--- config.mk ---
export PLATFORM = sky130hd
export DESIGN_NAME = game_ctrl_flat
export DESIGN_NICKNAME = d
export VERILOG_FILES = /design/src/rtl/game_pkg.sv /design/src/rtl/game_ctrl_if.sv /design/src/rtl/game_ctrl_cycle_timer.sv /design/src/rtl/game_ctrl.sv /design/src/flat_wrapper.sv
export SDC_FILE = /design/constraint.sdc
export NUM_CORES = 1
export LEC_CHECK = 0
export ABC_CLOCK_PERIOD_IN_PS = 2000
export CORE_ASPECT_RATIO = 2
export CORE_MARGIN = 2
export CORE_UTILIZATION = 39
export DETAILED_ROUTE_END_ITERATION = 10
export GPL_TIMING_DRIVEN = 0
export SYNTH_ARGS = -nofsm -noshare
export SYNTH_HDL_FRONTEND = slang
export SYNTH_SLANG_ARGS = --single-unit
--- constraint.sdc ---
create_clock -name clk -period 2 [get_ports clk]
set_input_delay 0.3 -clock clk [delete_from_list [all_inputs] [get_ports clk]]
set_output_delay 0.3 -clock clk [all_outputs]
set_load 0.005 [all_outputs]
--- src/rtl/game_pkg.sv ---
// Shared types and constants for the tile-matching game controller.
package game_pkg;

    localparam int MAX_PLAYERS = 4;
    localparam int TILE_W      = 4;
    localparam int NUM_TILES   = 16;
    localparam int PLAYER_W    = $clog2(MAX_PLAYERS);

    typedef enum logic [2:0] {
        IDLE,
        WAIT_SEL,
        FLIP,
        CHECK,
        REVEAL,
        NEXT,
        DONE
    } state_t;

    function automatic logic [PLAYER_W-1:0] next_player(
        input logic [PLAYER_W-1:0] cur,
        input logic [PLAYER_W-1:0] last
    );
        return (cur == last) ? '0 : cur + 1'b1;
    endfunction

endpackage

--- src/rtl/game_ctrl_if.sv ---
// Flip strobe / result bus between the game controller and its datapath.
interface game_ctrl_if;
    import game_pkg::*;

    logic [TILE_W-1:0] position_data;
    logic              A;
    logic              same_result;
    logic              win;

    modport master (
        output position_data,
        output A,
        input  same_result,
        input  win
    );

    modport slave (
        input  position_data,
        input  A,
        output same_result,
        output win
    );

endinterface

--- src/rtl/game_ctrl_cycle_timer.sv ---
// Loadable down-counter; expired is high once the count reaches zero.
module cycle_timer #(
    parameter int CYCLES = 8
) (
    input  logic clk,
    input  logic rst_n,
    input  logic load,
    input  logic dec,
    output logic expired
);

    localparam int W = (CYCLES > 1) ? $clog2(CYCLES) : 1;
    localparam logic [W-1:0] INIT = W'(CYCLES - 1);

    logic [W-1:0] cnt;

    always_ff @(posedge clk) begin
        if (!rst_n) begin
            cnt <= '0;
        end else if (load) begin
            cnt <= INIT;
        end else if (dec && cnt != '0) begin
            cnt <= cnt - 1'b1;
        end
    end

    assign expired = (cnt == '0);

endmodule

--- src/rtl/game_ctrl.sv ---
// Turn/flip sequencer for a 2..4 player memory game.
module game_ctrl
    import game_pkg::*;
#(
    parameter int REVEAL_CYCLES = 8,
    parameter int TURN_TIMEOUT  = 1000,
    parameter int RESULT_LAT    = 1
) (
    input  logic                clk,
    input  logic                rst_n,
    input  logic                start,
    input  logic [1:0]          N,
    input  logic                btn_flip,
    input  logic [TILE_W-1:0]   tile_sel,
    game_ctrl_if.master         dp,
    output logic                statecombo_next_turn,
    output logic [PLAYER_W-1:0] T,
    output logic [3:0]          move_cnt,
    output logic                game_over,
    output logic [PLAYER_W-1:0] winner
);

    localparam int LW = (RESULT_LAT > 1) ? $clog2(RESULT_LAT) : 1;
    localparam logic [LW-1:0] LAT_INIT = LW'(RESULT_LAT - 1);

    state_t                state;
    logic [PLAYER_W-1:0]   last_p;
    logic [NUM_TILES-1:0]  mask;
    logic [LW-1:0]         lat_cnt;

    logic flip_ok;
    logic lat_done;
    logic hit;
    logic miss;
    logic advance;
    logic turn_load;
    logic turn_exp;
    logic reveal_exp;

    assign flip_ok  = btn_flip && !mask[tile_sel];
    assign lat_done = (lat_cnt == '0);
    assign hit      = (state == CHECK) && lat_done &&
                      !dp.win && dp.same_result;
    assign miss     = (state == CHECK) && lat_done &&
                      !dp.win && !dp.same_result;

    // A press on the expiry cycle beats the timeout.
    assign advance  = ((state == WAIT_SEL) && !flip_ok && turn_exp) ||
                      ((state == REVEAL) && reveal_exp);

    assign turn_load = ((state == IDLE) && start) || hit ||
                       (state == NEXT);

    cycle_timer #(.CYCLES(TURN_TIMEOUT)) u_turn_timer (
        .clk     (clk),
        .rst_n   (rst_n),
        .load    (turn_load),
        .dec     (state == WAIT_SEL),
        .expired (turn_exp)
    );

    cycle_timer #(.CYCLES(REVEAL_CYCLES)) u_reveal_timer (
        .clk     (clk),
        .rst_n   (rst_n),
        .load    (miss),
        .dec     (state == REVEAL),
        .expired (reveal_exp)
    );

    always_ff @(posedge clk) begin
        if (!rst_n) begin
            state                <= IDLE;
            last_p               <= '0;
            mask                 <= '0;
            lat_cnt              <= '0;
            dp.A                 <= 1'b0;
            dp.position_data     <= '0;
            statecombo_next_turn <= 1'b0;
            T                    <= '0;
            move_cnt             <= '0;
            game_over            <= 1'b0;
            winner               <= '0;
        end else begin
            dp.A                 <= 1'b0;
            statecombo_next_turn <= 1'b0;
            unique case (state)
                IDLE: begin
                    if (start) begin
                        state  <= WAIT_SEL;
                        last_p <= (N == 2'd0) ? 2'd1 : N;
                        T      <= '0;
                    end
                end
                WAIT_SEL: begin
                    if (flip_ok) begin
                        state            <= FLIP;
                        dp.A             <= 1'b1;
                        dp.position_data <= tile_sel;
                    end else if (turn_exp) begin
                        state <= NEXT;
                    end
                end
                FLIP: begin
                    state   <= CHECK;
                    lat_cnt <= LAT_INIT;
                end
                CHECK: begin
                    if (!lat_done) begin
                        lat_cnt <= lat_cnt - 1'b1;
                    end else if (dp.win) begin
                        state     <= DONE;
                        game_over <= 1'b1;
                        winner    <= T;
                    end else if (dp.same_result) begin
                        state                  <= WAIT_SEL;
                        mask[dp.position_data] <= 1'b1;
                        if (move_cnt != 4'hF) begin
                            move_cnt <= move_cnt + 4'd1;
                        end
                    end else begin
                        state <= REVEAL;
                    end
                end
                REVEAL: begin
                    if (reveal_exp) begin
                        state <= NEXT;
                    end
                end
                NEXT: begin
                    state <= WAIT_SEL;
                end
                DONE: begin
                    if (start) begin
                        state     <= IDLE;
                        game_over <= 1'b0;
                        winner    <= '0;
                        T         <= '0;
                        mask      <= '0;
                        move_cnt  <= '0;
                    end
                end
                default: begin
                    state <= IDLE;
                end
            endcase
            // Turn bookkeeping is visible alongside the NEXT pulse.
            if (advance) begin
                statecombo_next_turn <= 1'b1;
                T                    <= next_player(T, last_p);
                mask                 <= '0;
                move_cnt             <= '0;
            end
        end
    end

endmodule

--- src/flat_wrapper.sv ---
// flat-port wrapper written by rule: the top's interface ports become plain ports
module game_ctrl_flat import game_pkg::*;
#(
    parameter int REVEAL_CYCLES = 8,
    parameter int TURN_TIMEOUT  = 1000,
    parameter int RESULT_LAT    = 1
)
  (clk, rst_n, start, N, btn_flip, tile_sel, statecombo_next_turn, T, move_cnt, game_over, winner, dp_position_data, dp_A, dp_same_result, dp_win);
  game_ctrl_if dp_i ();
  input  logic clk;
  input  logic rst_n;
  input  logic start;
  input  logic [1:0] N;
  input  logic btn_flip;
  input  logic [TILE_W-1:0] tile_sel;
  output logic statecombo_next_turn;
  output logic [PLAYER_W-1:0] T;
  output logic [3:0] move_cnt;
  output logic game_over;
  output logic [PLAYER_W-1:0] winner;
  output wire logic [$bits(dp_i.position_data)-1:0] dp_position_data;
  output wire logic [$bits(dp_i.A)-1:0] dp_A;
  input wire logic [$bits(dp_i.same_result)-1:0] dp_same_result;
  input wire logic [$bits(dp_i.win)-1:0] dp_win;
  assign dp_position_data = dp_i.position_data;
  assign dp_A = dp_i.A;
  assign dp_i.same_result = dp_same_result;
  assign dp_i.win = dp_win;
  game_ctrl #(.REVEAL_CYCLES(REVEAL_CYCLES), .TURN_TIMEOUT(TURN_TIMEOUT), .RESULT_LAT(RESULT_LAT)) u_core (.clk(clk), .rst_n(rst_n), .start(start), .N(N), .btn_flip(btn_flip), .tile_sel(tile_sel), .dp(dp_i), .statecombo_next_turn(statecombo_next_turn), .T(T), .move_cnt(move_cnt), .game_over(game_over), .winner(winner));
endmodule
* After elaboration in Yosys (flattened, before gate mapping)
Cells that the tools add are included.
** Cells by class
- Add/subtract/negate cells :: 5
- Multiply operators :: 0
- Divide/modulo/power cells :: 0
- $lt $le $gt $ge :: 3
- Equal/unequal tests :: 17
- Shifts and indexed selects :: 0
- Muxes and demuxes :: 44
- Bitwise gates (word level) :: 3
- Reduce and logical (&&, ||, !) cells :: 42
** Operators by type and width (number)
- 16-bit 2-to-1 mux :: 4
- 16-bit case mux with 2 select lines :: 1
- 3-bit 2-to-1 mux :: 10
- 3-bit case mux with 7 select lines :: 1
- 10-bit 2-to-1 mux :: 2
- 4-bit 2-to-1 mux :: 5
- 16-bit OR :: 1
- 2-bit 2-to-1 mux :: 7
- 2-bit != test, second input constant :: 7
- 1-bit logical AND :: 12
- 2-bit nonzero test :: 6
- 10-bit logical NOT :: 1
- 4-bit by 5-bit < comparator with 1-bit output, second input constant :: 2
- 5-bit AND reduction :: 2
- 10-bit nonzero test :: 1
- 10-bit by 1-bit subtractor with 10-bit output, second input constant :: 1
- 3-bit equality test, second input constant :: 3
- 1-bit 2-to-1 mux :: 8
- 4-bit case mux with 2 select lines :: 1
- 2-bit AND reduction :: 4
- 3-bit by 2-bit equality test with 1-bit output, second input constant :: 2
- 3-bit logical NOT :: 2
- 6-bit AND reduction :: 1
- 2-bit OR reduction :: 3
- 20 further kinds :: 27
** Storage, ports and cells
- Register bits :: 50
- Bits in latches :: 0
- Memory bits (writable) :: 0
- Memory bits (read-only) :: 0
- Input port bits :: 12
- Output and inout port bits :: 15
- Word-level logic and storage cells :: 128
- Memories kept :: 0

* Logic depth before layout (Yosys ltp)
Gate-level depths: netlist of the first run.
- Word-level depth :: 10
- Mapped depth :: 9
- Gate-level depth less buffers :: 8

* By module
From an unflattened synthesis of the first run, not the netlist that was laid out.
** Second synthesis, totals
- Cells, all modules :: 282
- Area total of the unflattened synthesis :: 2526.2 um^2
** By module, submodules not included
- game_ctrl :: times used 1, cells an instance 204, area an instance 1789.2 um^2, seq. area each 720.7 um^2
- cycle_timer at u_core.u_turn_timer :: times used 1, cells an instance 62, area an instance 556.8 um^2, seq. area each 200.2 um^2
- cycle_timer at u_core.u_reveal_timer :: times used 1, cells an instance 16, area an instance 180.2 um^2, seq. area each 60.1 um^2

* Worst setup path after synthesis of the first run
OpenSTA, ideal clock, no wires.
- Kind :: reg-to-reg
- Start :: register u_core.u_turn_timer.cnt[0]
- End :: register u_core.mask[11]
- Library setup time :: 116 ps
- Arrival :: 1877 ps
- Required time :: 1884 ps
- Setup slack :: 7 ps
- Cell stages (with the launch flop) :: 9
- Path buffers :: 2
- Period minus slack after synthesis :: 1993 ps
- Cells stage by stage :: dfxtp_1 > inv_1 > ha_1 > nor4b_1 > nand3_1 > o2111ai_2 > buf_6 > buf_6 > nor2_2
** On the way
- Cells in the longest elaborated chain, start to end :: 4
** RTL lines
- from (decl) :: RTL line game_ctrl_cycle_timer.sv:15 : logic [W-1:0] cnt;
- from (signal assigned) :: RTL line game_ctrl_cycle_timer.sv:23 : cnt <= cnt - 1'b1;
- 10-bit logical NOT :: RTL line game_ctrl_cycle_timer.sv:27 : assign expired = (cnt == '0);
- 1-bit logical AND :: RTL line game_ctrl.sv:48 : assign advance = ((state == WAIT_SEL) && !flip_ok && turn_exp) ||
- 1-bit logical OR :: RTL line game_ctrl.sv:48
- 2-bit OR reduction (no line)
- to (signal assigned) :: RTL line game_ctrl.sv:74 : mask <= '0;
- to (signal, indexed assignment) :: RTL line game_ctrl.sv:116 : mask[dp.position_data] <= 1'b1;
- to (signal assigned) :: RTL line game_ctrl.sv:138 : mask <= '0;
- to (decl) :: RTL line game_ctrl.sv:28 : logic [NUM_TILES-1:0] mask;
Every way passes these cells.
A chain may end at the register's enable or synchronous reset.

* Worst setup path after layout of the first run
- Start :: register u_core.state[0]
- End :: register u_core.mask[6]
** On the way
- Cells in the longest elaborated chain, start to end :: 5
- Elaborated cells on any way between the ends :: 16
- Those cells by class :: 8 x eq/ne; 1 x mux; 7 x reduce/logical
** RTL lines
- from (decl) :: RTL line game_ctrl.sv:26 : state_t state;
- from (signal assigned) :: RTL line game_ctrl.sv:72 : state <= IDLE;
- from (signal assigned) :: RTL line game_ctrl.sv:89 : state <= WAIT_SEL;
- from (signal assigned) :: RTL line game_ctrl.sv:96 : state <= FLIP;
- branches (longest 5 deep; another with 5-bit AND reduction)
Several ways; the timed one is not identified.

==> results of run 1 <==
==> repair_timing <==
action	4_1_cts	5_1_grt
gates resized for setup	17	18
pin swaps	1	2
gates cloned	1	0
setup buffers	6	2
setup endpoints to repair	36	27
==> flip-flops by register name (all words and copies together) (netlist names) <==
signal                       count
u_core.dp.position_data          4
u_core.move_cnt                  4
u_core.game_over                 1
u_core.T                         2
u_core.winner                    2
u_core.mask                     16
u_core.u_reveal_timer.cnt        3
u_core.state                     3
u_core.statecombo_next_turn      1
u_core.u_turn_timer.cnt         10
u_core.dp.A                      1
u_core.last_p                    2
==> final timing paths <==
kind | endpoint | slack, ns | from
worst max-delay path | u_core.mask[6] | 0.01 | u_core.state[0]
worst min-delay path | u_core.dp.position_data[0] | 0.32 | tile_sel[0]
worst max register to register | u_core.mask[6] | 0.01 | u_core.state[0]
worst min register to register | u_core.mask[12] | 0.47 | u_core.mask[12]
==> report_power, final <==
part           internal, mW  switching [mW]  total, mW
Sequential             1.03          0.0793       1.11
Clock                 0.625           0.362      0.987
Combinational         0.258           0.266      0.523
Total                  1.92           0.707       2.62
==> routing by layer <==
metal / GRT usage (%) / up-vias / part of all wire, %
met5: 0 / - / 0
met4: 10.6 / 0 / 3.8
met2: 33.3 / 39 / 58
met3: 4.05 / 13 / 3.0
met1: 17.2 / 959 / 35
li1: - / 994 / -
==> through the flow <==
step | std cells | power (mW) | area [um2] | hold WS (ns)
finish | 361 | 2.62 | 3120 | 0.321
global placement | 345 | 1.53 | 2720 | 0.443
CTS | 359 | 2.60 | 3040 | 0.325
floorplan | 258 | 1.41 | 2400 | 0.432
detailed placement | 345 | 1.54 | 2720 | 0.450
global route | 361 | 2.74 | 3120 | 0.335
==> final cells by class <==
| cell class | count | area, um2 | area share, % |
|---|---|---|---|
| inverter | 6 | 22.5 | 0.721 |
| clock inverter | 1 | 30.0 | 0.962 |
| tap | 63 | 78.8 | 2.53 |
| sequential | 49 | 990 | 31.7 |
| multi-input combinational | 192 | 1430 | 45.8 |
| timing repair buffer | 33 | 349 | 11.2 |
| buffer | 10 | 78.8 | 2.53 |
| clock buffer | 7 | 143 | 4.57 |
==> worst register-to-register path: stages, from the launching register on <==
cell,delay [ns]
sky130_fd_sc_hd__dfxtp_4,0.37
sky130_fd_sc_hd__or3b_4,0.38
sky130_fd_sc_hd__buf_8,0.15
sky130_fd_sc_hd__nor3_4,0.14
sky130_fd_sc_hd__nand3_2,0.16
sky130_fd_sc_hd__o2111ai_4,0.24
sky130_fd_sc_hd__buf_6,0.15
sky130_fd_sc_hd__bufbuf_16,0.26
sky130_fd_sc_hd__nor2_2,0.04
==> cells in the mapped netlist, drive strengths merged, types with 4 or more instances <==
master,instances
nand2,19
ha,5
inv,6
xnor2,8
nor3,6
buf,8
nor2,29
nor2b,17
dfxtp,49
o21ai,10
a31oi,5
nand3,4
a21oi,16
xor2,7
a21boi,15
==> cells by family (layout without fill, tap and decap cells) <==
kind of cell	count (synthesis)	count (layout)	synth area share [%]
multiplexers	6	6	4.07
AO/OA/AOI/OAI	69	69	20.5
flip-flops	49	49	40.9
adder cells (fa/ha/maj)	5	5	2.61
AND/OR/NAND/NOR	97	97	22.8
XOR/XNOR	15	15	5.48
buffers and inverters	17	57	3.65
==> flow_summary.yaml, run 1 <==
hold_path:
  timing.hold.worst.class: "input port to flop"
  hold-path-cell-count: 3
yosys:
  synth.avg_cell_area_um2: 9.29
  syn_area_um2: 2400
  synth-async-reset-ratio_pct: 0
  yosysWarnings: 0
  dominantRegCellSynth: "sky130_fd_sc_hd__dfxtp_1"
  synth_enable_flop_cells: 0
  synthDistinctLibCells: 55
  synth.top_cells.by_area: "sky130_fd_sc_hd__dfxtp_1, sky130_fd_sc_hd__nor2b_1, sky130_fd_sc_hd__a21oi_1"
  synthesis.nets: 275
  netlist_instances: 258
  synthDominantAreaCellType: "sky130_fd_sc_hd__dfxtp_1"
  register_bit_count_reported_by_yosys: 49
  yosysSeqAreaShare_pct: 40.9
  synth_top_area_share_pct: 40.9
placed_design:
  detailedPlace.worstSlack_ns: -0.504
  final_hpwl_dp_mm: 4.21
  globalplace.congestion: 0.802
  io_buffers: 24
clock_network:
  insertion_delay_ns: 0.29
  hold_buffers: 0
  numClockSinks: 49
  maximum_buffer_depth_of_the_clock_tree: 2
  cts_tree: "yes"
  cts_root_buffer: "sky130_fd_sc_hd__clkbuf_16"
  clk_pin_slew_worst_setup_hold_paths_ns: 0.07
  htree_num_levels: 2
  numCtsBuffers: 5
timing:
  worst_pin_slew_ns: 0.922
  fmax_ghz: 0.503
  final_critical_delay_including_setup_and_external_delays_ns: 1.99
  fin_ws_ns: 0.0105
  final_hold_viol_count: 0
  finalSetupViolCount: 0
  timing.clock.skew_ns: 0.00785
  rsz0062_at_grt: "yes"
  slew_headroom_pct: 37.7
  sum_neg_setup_slack_ns: 0
  timing_max_transition_violations_final: 0
  final.period_utilization_pct: 99.5
floorplan:
  core_region_area_um2: 5960
  io_pins: 27
  die_w_um: 59.4
  start_util_pct: 40.3
  placementRows: 40
  dieHeight_um: 115
  die-area_um2: 6830
run:
  max-cap-violations: 0
routing:
  drt-vias-per-instance: 5.55
  antenna_violating_nets_post_route: 0
  routed-via-count: 2005
  dr.first_iter.drc_count: 66
  drt-pass1-iter-count: 4
  wl_per_cell_um: 15.9
  routed_wl_mm: 5.74
  route.detailed.drc: 0
layout:
  leading_cell_types_in_the_layout_fill_and_taps_excluded: "sky130_fd_sc_hd__dfxtp_1, sky130_fd_sc_hd__clkdlybuf4s50_1, sky130_fd_sc_hd__nand2_1"
  final_net_count: 314
  drive_above_1_share_pct: 20.1
  area_growth_pct: 30.2
  final_core_utilization_pct: 52.4
  filler_cell_count: 561
  antenna_cells_inserted: 0
  mostFrequentLayoutCell: "sky130_fd_sc_hd__dfxtp_1"
global_routing:
  grt_pass1_vias: 1942
  grt_first_pass_wirelength_mm: 9.15
  all_layer_global_routing_usage_pct: 18.1
  antenna_violations_before_repair: 0
  pin_count_of_the_biggest_net_entering_global_routing: 15
  grt-ovfl-total: 0
setup_path:
  worst-r2r-cell-count: 8
  timing_worst_setup_path_type: "flop to flop"
  critPathTopFamily: "simple AND/OR/NAND/NOR gates"
  crit_chain: "or3b_4 -> buf_8 -> nor3_4 -> nand3_2 -> o2111ai_4 -> buf_6 -> bufbuf_16 -> nor2_2"
  worst_ep_required_time_ns: 2.19
  worstPathBufferInverterCount: 3
  cp_max_fo: 9
  critPathMaxStageDelay_ns: 0.38
  cp_slowest_cell: "sky130_fd_sc_hd__or3b_4"
  crit_path_start_kind: "flop"
  critPathArrivalTime_ns: 2.17
  worst-path-stages: 8
  worst_setup_path_end_kind: "flop"
run_status:
  status: "finished, final reports clean"
power:
  peak_supply_drop_mv: 0.527
  power_leakage_nw: 1.15
  power_density_nw_per_um2: 841
No activity file was read; power rests on OpenSTA's default activity.
==> run 2: changes to the inputs <==
CAP_MARGIN = 20   (was unset)
CTS_CLUSTER_DIAMETER = 150   (was unset)
GPL_TIMING_DRIVEN = unset   (was 0)
==> flow_summary.yaml, run 2 (synthesis gave the netlist of run 1 again) <==
routing:
  dr.first_iter.drc_count: 48
  antenna_violating_nets_post_route: 0
  route.detailed.drc: 0
  wl_per_cell_um: 14.7
  routed-via-count: 2022
  drt-pass1-iter-count: 4
  routed_wl_mm: 5.54
  drt-vias-per-instance: 5.36
layout:
  final_net_count: 330
  drive_above_1_share_pct: 20.1
  antenna_cells_inserted: 0
  reg.largest.list: "u_core.mask x16, u_core.u_turn_timer.cnt x10"
  mostFrequentLayoutCell: "sky130_fd_sc_hd__dfxtp_1"
  top_register: "u_core.mask"
  area_growth_pct: 30.5
  leading_cell_types_in_the_layout_fill_and_taps_excluded: "sky130_fd_sc_hd__dfxtp_1, sky130_fd_sc_hd__buf_4, sky130_fd_sc_hd__clkdlybuf4s50_1"
  largest_register_ffs: 16
placed_design:
  detailedPlace.worstSlack_ns: -0.500
  final_hpwl_dp_mm: 4.30
  io_buffers: 26
  globalplace.congestion: 0.798
floorplan:
  core_region_area_um2: 5960
  placementRows: 40
  die_w_um: 59.4
  dieHeight_um: 115
  die-area_um2: 6830
  io_pins: 27
  start_util_pct: 40.3
timing:
  slew_headroom_pct: 70.1
  sum_neg_setup_slack_ns: 0
  timing.clock.skew_ns: 0.00592
  fin_ws_ns: 0.115
  final_hold_viol_count: 0
  final.period_utilization_pct: 94.3
  worst_pin_slew_ns: 0.444
  finalSetupViolCount: 0
  final_critical_delay_including_setup_and_external_delays_ns: 1.89
  rsz0062_at_grt: "yes"
  fmax_ghz: 0.530
  timing_max_transition_violations_final: 0
setup_path:
  worst_setup_path_end_kind: "flop"
  worst-r2r-cell-count: 9
  timing_worst_setup_path_type: "input port to flop"
  crit_path_start_kind: "input port"
  reg2reg_from: "u_core.u_turn_timer.cnt[0]"
  cp_max_fo: 4
  worst_ep_required_time_ns: 2.24
  worst_r2r_endpoint: "u_core.u_turn_timer.cnt[7]"
  critPathArrivalTime_ns: 2.12
  rrSetupSlack_ns: 0.13
power:
  power_leakage_nw: 1.22
  report.power.total_mw: 2.57
  peak_supply_drop_mv: 0.572
  power_density_nw_per_um2: 821
clock_network:
  clk_pin_slew_worst_setup_hold_paths_ns: 0.07
  maximum_buffer_depth_of_the_clock_tree: 2
  numCtsBuffers: 5
  cts_setup_buffers: 0
  cts_root_buffer: "sky130_fd_sc_hd__clkbuf_16"
  insertion_delay_ns: 0.29
  numClockSinks: 49
  hold_buffers: 0
  htree_num_levels: 2
  cts_tree: "yes"
run_status:
  status: "finished, final reports clean"
global_routing:
  use_met3_pct: 3.37
  all_layer_global_routing_usage_pct: 18.1
  global_routing_met2_resource_utilization_pct: 33.7
  antenna_violations_before_repair: 0
  pin_count_of_the_biggest_net_entering_global_routing: 29
  grt-ovfl-total: 0
  grt_pass1_vias: 2023
  gr-usage-met1_pct: 18.3
  grt_first_pass_wirelength_mm: 9.35
  top_usage_layer_grt: "met2"
hold_path:
  hp-start: "u_core.mask[13]"
  hold-path-cell-count: 2
  timing.hold.worst_endpoint: "u_core.mask[13]"
  timing.hold.worst.class: "flop to flop"
run:
  max-cap-violations: 0
[run 2: worst max path at each step]
stage	from	endpoint
after floorplan	u_core.u_turn_timer.cnt[0]	u_core.mask[11]
after global placement	tile_sel[0]	u_core.T[1]
after detailed placement	tile_sel[0]	u_core.T[1]
after CTS	tile_sel[0]	u_core.T[1]
after global routing	u_core.u_turn_timer.cnt[0]	u_core.u_turn_timer.cnt[7]
final	tile_sel[1]	u_core.T[1]
[run 2: cell type report]
type                    instances  area (um2)
multi-input cells             192        1340
clock inverters                 2        37.5
inverters                       6        22.5
fillers                       571        2830
flip-flops and latches         49         981
well taps                      63        78.8
clock buffers                   6         139
repair buffers                 59         527
[run 2: repair_timing]
item	CTS	global route
pin swaps	0	1
gates cloned	0	0
setup endpoints to repair	31	21
gates resized for setup	2	4
[run 2: critical path: stages]
cell and delay, ns:
sky130_fd_sc_hd__clkdlybuf4s50_1 0.52, sky130_fd_sc_hd__nor2b_1 0.07, sky130_fd_sc_hd__a221o_1 0.33, sky130_fd_sc_hd__o211a_1 0.25
sky130_fd_sc_hd__o21a_1 0.22, sky130_fd_sc_hd__o32ai_1 0.28, sky130_fd_sc_hd__a21o_1 0.15
[run 2: power by group]
part	total [mW]	leakage [nW]	switching [mW]	internal, mW
clock	0.981	0.0831	0.357	0.624
combinational	0.496	0.738	0.241	0.255
sequential	1.09	0.398	0.0605	1.03
[run 2: metrics by stage]
step                      utilization (%)  hold WS [ns]  area, um2  cells
final                                52.5         0.464       3130    377
after global routing                 52.5         0.505       3130    377
after CTS                            52.4         0.468       3120    377
after floorplan                         -         0.432       2400    258
after global placement               49.4         0.440       2940    369
after detailed placement             49.4         0.453       2940    369
[run 2: per-layer routing]
metal / part of all wire, % / wire length (um)
met1: 37 / 2070
met3: 2.4 / 132
met2: 57 / 3170
met5: 0 / 0
met4: 3.2 / 177
==> run 3: changes to the inputs <==
ABC_AREA = 1   (was unset)
==> flow_summary.yaml, run 3 <==
yosys:
  synth-compound-area-share_pct: 13.6
  syn_area_um2: 2560
  synth-async-reset-ratio_pct: 0
  synth_enable_flop_cells: 0
  synthDistinctLibCells: 29
  area_share_of_and_or_nand_nor_cells_after_synthesis_pct: 28.8
  synthMuxAreaShare_pct: 0
  netlist_instances: 385
  register_bit_count_reported_by_yosys: 49
  post-synth-top-count-cell: "sky130_fd_sc_hd__inv_1"
  synth_top_area_share_pct: 38.3
  synth.avg_cell_area_um2: 6.65
  yosysWarnings: 0
  synth-adder-area-share_pct: 2.44
  dominantRegCellSynth: "sky130_fd_sc_hd__dfxtp_1"
  yosysSeqAreaShare_pct: 38.3
  synthDominantAreaCellType: "sky130_fd_sc_hd__dfxtp_1"
  synth.top_cells.by_area: "sky130_fd_sc_hd__dfxtp_1, sky130_fd_sc_hd__inv_1, sky130_fd_sc_hd__nand2_1"
  post_synth_xor_xnor_area_pct: 2.74
  synth_top_family_by_area: "simple AND/OR/NAND/NOR gates"
  synthesis.nets: 402
  post_synth_most_frequent_cells: "sky130_fd_sc_hd__inv_1, sky130_fd_sc_hd__nand2_1, sky130_fd_sc_hd__dfxtp_1, sky130_fd_sc_hd__nor2_1, sky130_fd_sc_hd__nand3_1"
clock_network:
  cts_root_buffer: "sky130_fd_sc_hd__clkbuf_16"
  clk_pin_slew_worst_setup_hold_paths_ns: 0.07
  numCtsBuffers: 5
  htree_num_levels: 2
  maximum_buffer_depth_of_the_clock_tree: 2
  numClockSinks: 49
  insertion_delay_ns: 0.29
  cts_tree: "yes"
setup_path:
  crit_path_start_kind: "input port"
  worst_path_most_repeated_cell: "sky130_fd_sc_hd__nand3_1"
  critPathArrivalTime_ns: 2.00
  worst_ep_required_time_ns: 2.22
  crit_chain: "clkdlybuf4s50_1 -> buf_4 -> inv_4 -> nand2_1 -> nand3_1 -> nand3_1 -> nand3_1 -> nand3_2 -> nand3_2 -> nand2_1 -> inv_2 -> nand3_4 -> nor2_1"
  cp_slowest_cell: "sky130_fd_sc_hd__clkdlybuf4s50_1"
  worst-path-stages: 13
  worst-r2r-cell-count: 12
  timing_worst_setup_path_type: "input port to flop"
  cp_max_fo: 18
  critPathTopFamily: "simple AND/OR/NAND/NOR gates"
  critPathMaxStageDelay_ns: 0.40
  worstPathBufferInverterCount: 4
  worst_setup_path_end_kind: "flop"
global_routing:
  grt_first_pass_wirelength_mm: 10.8
  grt-ovfl-total: 0
  grt_pass1_vias: 2400
  all_layer_global_routing_usage_pct: 20.1
  antenna_violations_before_repair: 0
  pin_count_of_the_biggest_net_entering_global_routing: 19
power:
  report.power.total_mw: 3.72
  power_leakage_nw: 1.40
  power_density_nw_per_um2: 1160
  peak_supply_drop_mv: 0.851
floorplan:
  dieHeight_um: 119
  io_pins: 27
  core_region_area_um2: 6310
  placementRows: 41
  die_w_um: 61.3
  start_util_pct: 40.6
  die-area_um2: 7270
routing:
  wl_per_cell_um: 13.0
  antenna_violating_nets_post_route: 0
  route.detailed.drc: 0
  dr.first_iter.drc_count: 105
  routed_wl_mm: 6.72
  drt-vias-per-instance: 4.76
  routed-via-count: 2454
  drt-pass1-iter-count: 4
timing:
  worst_pin_slew_ns: 0.455
  timing_max_transition_violations_final: 0
  fmax_ghz: 0.562
  final_hold_viol_count: 0
  finalSetupViolCount: 0
  slew_headroom_pct: 69.6
  final_critical_delay_including_setup_and_external_delays_ns: 1.78
  rsz0062_at_grt: "no"
  final.period_utilization_pct: 89.0
  timing.clock.skew_ns: 0.00495
run_status:
  status: "finished, final reports clean"
hold_path:
  hold-path-cell-count: 2
  timing.hold.worst.class: "flop to flop"
layout:
  area_growth_pct: 25.2
  leading_cell_types_in_the_layout_fill_and_taps_excluded: "sky130_fd_sc_hd__inv_1, sky130_fd_sc_hd__nand2_1, sky130_fd_sc_hd__dfxtp_1"
  mostFrequentLayoutCell: "sky130_fd_sc_hd__inv_1"
  reg.largest.list: "u_core.mask x16, u_core.u_turn_timer.cnt x10"
  antenna_cells_inserted: 0
  drive_above_1_share_pct: 11.6
  largest_register_ffs: 16
  final_net_count: 446
  top_register: "u_core.mask"
  final_core_utilization_pct: 50.8
placed_design:
  io_buffers: 26
  globalplace.congestion: 0.912
  final_hpwl_dp_mm: 5.45
run:
  max-cap-violations: 0
run 3: path summary, 6_finish.rpt:
check / start / slack, ns / to
max reg2reg: u_core.u_turn_timer.cnt[0] / 0.23 / u_core.u_turn_timer.cnt[8]
min reg2reg: u_core.winner[1] / 0.47 / u_core.winner[1]
max: tile_sel[0] / 0.22 / u_core.mask[9]
min: u_core.winner[1] / 0.47 / u_core.winner[1]
run 3: power by group:
part / switching [mW] / internal (mW)
Sequential: 0.159 / 1.13
Clock: 0.367 / 0.624
Combinational: 0.864 / 0.577
Total: 1.39 / 2.33
run 3: layout make-up:
cell class | count | area, um2
Fill cell | 660 | 3100
Multi-Input combinational cell | 243 | 1230
Clock inverter | 2 | 37.5
Sequential cell | 49 | 981
Clock buffer | 6 | 139
Tap cell | 86 | 108
Timing Repair Buffer | 42 | 380
Inverter | 88 | 333
run 3: worst register-to-register path: stages, from the launching register on:
cell and delay, ns:
sky130_fd_sc_hd__dfxtp_1 0.35, sky130_fd_sc_hd__inv_1 0.11, sky130_fd_sc_hd__ha_1 0.22, sky130_fd_sc_hd__nand3_1 0.09, sky130_fd_sc_hd__nor2_1 0.04, sky130_fd_sc_hd__nand2_1 0.09, sky130_fd_sc_hd__nand2_2 0.07, sky130_fd_sc_hd__inv_2 0.15
sky130_fd_sc_hd__nand3_2 0.12, sky130_fd_sc_hd__nor2_4 0.16, sky130_fd_sc_hd__a21oi_1 0.08, sky130_fd_sc_hd__o21ai_1 0.14, sky130_fd_sc_hd__inv_1 0.04
run 3: kinds of logic (layout without fill, tap and decap cells):
| group | after synthesis | in the layout |
|---|---|---|
| and+or+nand+nor | 168 | 168 |
| buffers and inverters | 93 | 138 |
| AOI/OAI and AO/OA | 62 | 62 |
| DFF | 49 | 49 |
| xor gates and xnor gates | 8 | 8 |
| adders and majority gates | 5 | 5 |
run 3: through the flow:
step	std cells	hold slack, ns	instance area [um2]	worst slack, ns	TNS, ns
2_1_floorplan	385	0.448	2560	0.432	0
3_3_place_gp	508	0.456	3020	-0.00120	-0.00288
3_5_place_dp	508	0.466	3020	-0.0845	-1.14
4_1_cts	516	0.475	3200	0.135	0
5_1_grt	516	0.489	3210	0.0206	0
6_report	516	0.468	3210	0.221	0
run 3: per-layer routing:
metal  global-route usage (%)  part of all wire, %
met2                     38.0                   60
met5                        0                    0
met3                     2.95                  2.1
met1                     17.6                   33
met4                     12.6                  5.4
run 3: timing repair:
item                       CTS  global route
hold buffers                 0             0
gates resized for setup      0             2
setup endpoints to repair    0             1
setup buffers                0             0
